===== config.mk =====
export PLATFORM = sky130hd
export DESIGN_NAME = holy_axi_lite_regbank
export DESIGN_NICKNAME = d
export VERILOG_FILES = /design/src/rtl/holy_axi_lite_regbank.sv
export SDC_FILE = /design/constraint.sdc
export NUM_CORES = 1
export LEC_CHECK = 0
export BUFFER_PORTS_ARGS = -buffer_cell sky130_fd_sc_hd__buf_2
export CAP_MARGIN = 30
export CORE_AREA = 2 2 257 259
export DETAILED_ROUTE_END_ITERATION = 10
export DIE_AREA = 0 0 259 261
export PLACE_DENSITY = 0.42
export SLEW_MARGIN = 20
export SYNTH_ARGS = -nofsm -noshare
export SYNTH_HDL_FRONTEND = slang
export SYNTH_SLANG_ARGS = --single-unit

===== constraint.sdc =====
create_clock -name clk -period 3.9 [get_ports clk]
set_clock_uncertainty 0.15 [all_clocks]
set_input_delay 0.78 -clock clk [delete_from_list [all_inputs] [get_ports clk]]
set_output_delay 0.78 -clock clk [all_outputs]
set_load 0.02 [all_outputs]

===== src/rtl/holy_axi_lite_regbank.sv =====
// ----------------------------------------------------------------------------
// holy_axi_lite_regbank
//   Parametrised AXI-Lite slave register bank for the core peripheral bus.
//   One outstanding transaction at a time; writes take priority over reads
//   when both address channels are valid in IDLE.
//
// Ports
//   clk, rst_n              clock, asynchronous active-low reset
//   s_axi_aw*/w*/b*         AXI-Lite write address / data / response
//   s_axi_ar*/r*            AXI-Lite read address / data
//   hw_we[i]                load hw_wdata slice i into register i this cycle
//   hw_wdata                NUM_REGS x DATA_WIDTH hardware write data
//   reg_q                   NUM_REGS x DATA_WIDTH current register contents
// ----------------------------------------------------------------------------
module holy_axi_lite_regbank #(
    parameter int                    DATA_WIDTH = 32,
    parameter int                    ADDR_WIDTH = 32,
    parameter int                    NUM_REGS   = 8,
    parameter logic [ADDR_WIDTH-1:0] BASE_ADDR  = '0,
    parameter logic [NUM_REGS-1:0]   RO_MASK    = '0
) (
    input  logic                           clk,
    input  logic                           rst_n,
    input  logic [ADDR_WIDTH-1:0]          s_axi_awaddr,
    input  logic                           s_axi_awvalid,
    output logic                           s_axi_awready,
    input  logic [DATA_WIDTH-1:0]          s_axi_wdata,
    input  logic [DATA_WIDTH/8-1:0]        s_axi_wstrb,
    input  logic                           s_axi_wvalid,
    output logic                           s_axi_wready,
    output logic [1:0]                     s_axi_bresp,
    output logic                           s_axi_bvalid,
    input  logic                           s_axi_bready,
    input  logic [ADDR_WIDTH-1:0]          s_axi_araddr,
    input  logic                           s_axi_arvalid,
    output logic                           s_axi_arready,
    output logic [DATA_WIDTH-1:0]          s_axi_rdata,
    output logic [1:0]                     s_axi_rresp,
    output logic                           s_axi_rvalid,
    input  logic                           s_axi_rready,
    input  logic [NUM_REGS-1:0]            hw_we,
    input  logic [NUM_REGS*DATA_WIDTH-1:0] hw_wdata,
    output logic [NUM_REGS*DATA_WIDTH-1:0] reg_q
);

    localparam int BYTES = DATA_WIDTH / 8;
    localparam int LSB   = $clog2(BYTES);
    localparam int IDX_W = (NUM_REGS > 1) ? $clog2(NUM_REGS) : 1;

    localparam logic [1:0] RESP_OKAY   = 2'b00;
    localparam logic [1:0] RESP_SLVERR = 2'b10;

    typedef enum logic [1:0] {
        SLAVE_IDLE,
        LITE_RECEIVING_WRITE_DATA,
        LITE_SENDING_WRITE_RES,
        LITE_SENDING_READ_DATA
    } state_t;

    state_t                               r_state;
    logic [NUM_REGS-1:0][DATA_WIDTH-1:0]  r_regs;
    logic [IDX_W-1:0]                     r_idx;    // write target latched at AW
    logic                                 r_wr_ok;  // write target in range and writable

    logic [NUM_REGS-1:0][DATA_WIDTH-1:0]  w_hw;
    logic [ADDR_WIDTH-1:0]                w_aw_word, w_ar_word;
    logic [IDX_W-1:0]                     w_aw_idx, w_ar_idx;
    logic                                 w_aw_in, w_ar_in;
    logic                                 w_bus_we;

    assign w_hw  = hw_wdata;
    assign reg_q = r_regs;

    // Word index from byte address; sub-word offset bits are dropped.
    // Addresses below BASE_ADDR wrap to huge offsets, but are rejected
    // explicitly anyway so the check does not depend on that wrap.
    assign w_aw_word = (s_axi_awaddr - BASE_ADDR) >> LSB;
    assign w_ar_word = (s_axi_araddr - BASE_ADDR) >> LSB;
    assign w_aw_in   = (s_axi_awaddr >= BASE_ADDR) && (w_aw_word < ADDR_WIDTH'(NUM_REGS));
    assign w_ar_in   = (s_axi_araddr >= BASE_ADDR) && (w_ar_word < ADDR_WIDTH'(NUM_REGS));
    assign w_aw_idx  = w_aw_word[IDX_W-1:0];
    assign w_ar_idx  = w_ar_word[IDX_W-1:0];

    // Ready signals are pure state decodes; arready is also gated by awvalid
    // so a simultaneous AW/AR always resolves to the write.
    assign s_axi_awready = (r_state == SLAVE_IDLE);
    assign s_axi_arready = (r_state == SLAVE_IDLE) && !s_axi_awvalid;
    assign s_axi_wready  = (r_state == LITE_RECEIVING_WRITE_DATA);

    assign w_bus_we = (r_state == LITE_RECEIVING_WRITE_DATA) && s_axi_wvalid && r_wr_ok;

    // Register storage: strobed bus bytes override the hardware port byte-wise.
    always_ff @(posedge clk or negedge rst_n) begin
        if (!rst_n) begin
            r_regs <= '0;
        end else begin
            for (int i = 0; i < NUM_REGS; i++) begin
                for (int b = 0; b < BYTES; b++) begin
                    if (w_bus_we && (r_idx == IDX_W'(i)) && s_axi_wstrb[b])
                        r_regs[i][b*8 +: 8] <= s_axi_wdata[b*8 +: 8];
                    else if (hw_we[i])
                        r_regs[i][b*8 +: 8] <= w_hw[i][b*8 +: 8];
                end
            end
        end
    end

    // Protocol FSM with registered response channels.
    always_ff @(posedge clk or negedge rst_n) begin
        if (!rst_n) begin
            r_state      <= SLAVE_IDLE;
            r_idx        <= '0;
            r_wr_ok      <= 1'b0;
            s_axi_bvalid <= 1'b0;
            s_axi_bresp  <= RESP_OKAY;
            s_axi_rvalid <= 1'b0;
            s_axi_rresp  <= RESP_OKAY;
            s_axi_rdata  <= '0;
        end else begin
            case (r_state)
                SLAVE_IDLE: begin
                    if (s_axi_awvalid) begin
                        r_idx   <= w_aw_idx;
                        r_wr_ok <= w_aw_in && !RO_MASK[w_aw_idx];
                        r_state <= LITE_RECEIVING_WRITE_DATA;
                    end else if (s_axi_arvalid) begin
                        s_axi_rvalid <= 1'b1;
                        s_axi_rdata  <= w_ar_in ? r_regs[w_ar_idx] : '0;
                        s_axi_rresp  <= w_ar_in ? RESP_OKAY : RESP_SLVERR;
                        r_state      <= LITE_SENDING_READ_DATA;
                    end
                end
                LITE_RECEIVING_WRITE_DATA: begin
                    if (s_axi_wvalid) begin
                        s_axi_bvalid <= 1'b1;
                        s_axi_bresp  <= r_wr_ok ? RESP_OKAY : RESP_SLVERR;
                        r_state      <= LITE_SENDING_WRITE_RES;
                    end
                end
                LITE_SENDING_WRITE_RES: begin
                    if (s_axi_bready) begin
                        s_axi_bvalid <= 1'b0;
                        s_axi_bresp  <= RESP_OKAY;
                        r_state      <= SLAVE_IDLE;
                    end
                end
                LITE_SENDING_READ_DATA: begin
                    if (s_axi_rready) begin
                        s_axi_rvalid <= 1'b0;
                        s_axi_rresp  <= RESP_OKAY;
                        s_axi_rdata  <= '0;
                        r_state      <= SLAVE_IDLE;
                    end
                end
                default: r_state <= SLAVE_IDLE;
            endcase
        end
    end

endmodule


==> summary.txt <==
Job
  – Max-Cap Viols: 0

Power and ir drop
  – Switching power: 3270 µW
  – Clk pwr share: 36.8%
  – P per Cell Area: 454 mW/mm²
  – Cell internal pwr: 6390 µW
  – Peak supply drop: 0.000243 V
  – Logic gate share of total power: 23.7%
  – Sequential share of power: about two fifths
  – Static leakage: approximately 0.010 µW
  – Sw Share: about a third

Global routing
  – Initial antenna violation count: 18
  – First-pass GRT wire length: 103000 µm
  – GRT Total Usage: 21.1%
  – Vias in the first global route: between 10000 and 15000
  – Gr ovfl total: 0
  – Largest net degree at the start of global routing: 93

Floorplanning
  – Core box area: 0.0650 mm²
  – Die Span Y: 261 µm
  – # IOs: approximately 670
  – Die span in x: ~260 µm
  – Initial Util: approximately a quarter
  – Die area: 0.0676 mm²
  – Rows: 94

Timing
  – Unrepaired setup endpoints after global routing: false
  – F_max: between 0.3 and 0.4 GHz
  – Rel. slew slack: 34.9%
  – Final period util: 80.0%
  – Post-route setup TNS: 0 ps
  – Worst-Margin Slew: 976 ps
  – Crit path time final: 3120 ps
  – Endpoints failing setup: 0
  – Slew Viols, Final: 0
  – Final Hold Fails: 0

Status
  – Run status: finished, final reports clean

Critical path
  – Critical Path End Type: register
  – Critical Path Slowest Stage Cell: and4b_1
  – Worst Path Arrival: 3370 ps
  – Crit-path max FO: 16
  – Worst path bufs/invs: 0
  – Crit path kind: reg -> reg
  – CP Cell Sequence: and4b_1 > nand4_1 > nor2_1 > a21oi_1
  – Max stage delay on crit path: 930 ps
  – Crit start category: register
  – CP delay by family, top: simple AND/OR/NAND/NOR gates
  – Worst EP required: 4150 ps

Clock tree
  – CTS tree: yes
  – Clk Latency, worst-skew pair: 560 ps
  – CTS Hold Bufs: 0
  – Post_cts resized: 0
  – TritonCTS Buffers: 39
  – Root buf cell: clkbuf_16
  – CTS Sinks: 298
  – Clk buf depth: 3
  – CTS HTree Levels: 2
  – Reg clk slew, reported paths: around 70 ps
  – Postcts setup bufs: 0

Finish
  – Filler instances: 6787
  – Final Cell Area: 0.0213 mm²
  – Util after Layout: about a third
  – Layout cell share with drive strength beyond 1: 41.0%
  – Syn-to-layout area delta: 34.5%
  – Most common cell after layout, fill and taps aside: buf_2
  – Final nets: roughly 2400
  – Leading cell types in the layout, fill and taps excluded: 658 x buf_2, 297 x dfrtp_1, 287 x mux2i_1

Detailed routing
  – Via density: roughly 4.7
  – Wire per inst: 24.9 µm
  – Starting DRC count in detailed routing: 829
  – Vias: 14100
  – DRC Markers: 0
  – DRT Pass-1 Iters: 5
  – Drt total wl: 73800 µm
  – Post-route ant nets: 0

Logic synthesis
  – Asr flop ratio synth: 100%
  – Biggest area consumer among synthesized cells: dfrtp_1
  – Post-synthesis register bit count: between 200 and 300
  – Post-synth EDFFs: 0
  – Mean Syn Cell Area: 10.9 µm²
  – YS warnings: 0
  – Syn Inst Count: 1455
  – Ys flop type: dfrtp_1
  – Sequential-to-total area share from yosys stat: between 40% and 50%
  – Synth unique cells: 37
  – Post-Syn Area: 0.0158 mm²
  – Synth top area share: 47.1%
  – Synth top area cells: dfrtp_1 47%, mux2i_1 18%, mux4_2 9.1%, o21ai_0 4.5%, a21oi_1 4.1%

Min path
  – Worst hold path type: in -> async

Placement
  – Detailed-placement wirelength estimate: between 50000 and 60000 µm
  – Final RePlAce weighted congestion: 0.871
  – Port buffer count: 661
  – DP Area: roughly 0.020 mm²
==> logic make-up (layout without fill, tap and decap cells) <==
| logic type | Yosys count | after routing | synth area share (%) |
|---|---|---|---|
| muxes | 354 | 354 | 27.5 |
| and+or+nand+nor | 367 | 367 | 11.5 |
| other | 1 | 9 | 0.0237 |
| buffers and inverters | 136 | 780 | 4.33 |
| AOI/OAI and AO/OA | 299 | 299 | 9.57 |
| DFF | 298 | 298 | 47.1 |
==> power by group through the flow <==
stage | combinational (µW) | sequential, µW | clock (µW)
2_1_floorplan | 1000 | 4040 | 0
4_1_cts | 2320 | 3820 | 3660
3_3_place_gp | 2300 | 3860 | 0
3_5_place_dp | 2320 | 3870 | 0
6_report | 2290 | 3820 | 3560
5_1_grt | 2450 | 3870 | 3770
==> synthesized netlist by cell type, types with 8 or more instances <==
cell type and count:
o21ai_0 141, clkbuf_1 59, mux2i_1 287, nand4_1 8, nor4_4 9, dfrtp_1 298
nand2_1 169, a21oi_1 130, nand4_2 9, nor4_1 12, o21ai_1 21, nor2_1 131
mux4_2 64, buf_4 34, buf_2 38
==> final timing paths <==
path | from | endpoint | slack [ps] | cells past startpoint
max reg2reg | r_state[0]$_DFFE_PN0P_ | reg_q[109]$_DFFE_PN0P_ | 780 | 4
min | rst_n | reg_q[23]$_DFFE_PN0P_ | 90 | 1
max in group asynchronous | rst_n | reg_q[161]$_DFFE_PN0P_ | 2450 | 2
max | r_state[0]$_DFFE_PN0P_ | reg_q[109]$_DFFE_PN0P_ | 780 | 4
min in group clk | s_axi_rready | r_state[0]$_DFFE_PN0P_ | 300 | 2
min reg2reg | s_axi_rdata[15]$_DFFE_PN0P_ | s_axi_rdata[15]$_DFFE_PN0P_ | 320 | 2
==> per-layer routing <==
metal | wire length (µm) | up-vias | global-route usage (%)
li1 | - | 6452 | -
met1 | 30600 | 6944 | 26.9
met2 | 36000 | 552 | 35.5
met3 | 4280 | 141 | 3.93
met4 | 2790 | 18 | 7.87
met5 | 120 | - | 0
==> sequential cells by signal, summed over array words and instances (netlist names) <==
| signal | cells |
|---|---|
| r_state | 2 |
| s_axi_rdata | 32 |
| reg_q | 256 |
| r_wr_ok | 1 |
| s_axi_rresp | 1 |
| s_axi_rvalid | 1 |
| s_axi_bvalid | 1 |
| r_idx | 3 |
| s_axi_bresp | 1 |
==> worst register-to-register path: cells and delay by family, from the launching register on <==
kind	cells	cell delay (ps)
simple gates	3	2140
flops	1	630
compound gates	1	60
==> cell type report <==
type	count	area, µm²	share of cell area, %
multi-input cells	1022	7720	36.3
flip-flops and latches	298	7460	35.0
repair buffers	709	3770	17.7
clock buffers	55	1110	5.19
well taps	864	1080	5.08
clock inverters	12	126	0.593
diodes	7	17.5	0.0823
inverters	4	15.0	0.0705
==> through the flow <==
stage,cells,hold slack (ps),power (µW),worst slack (ps)
2_1_floorplan,1456,334,5030,1610
3_3_place_gp,2895,311,6160,514
3_5_place_dp,2896,316,6190,507
4_1_cts,2963,118,9800,746
5_1_grt,2970,149,10100,491
6_report,2971,93.0,9670,781
Power figures use the tool's default switching activity.
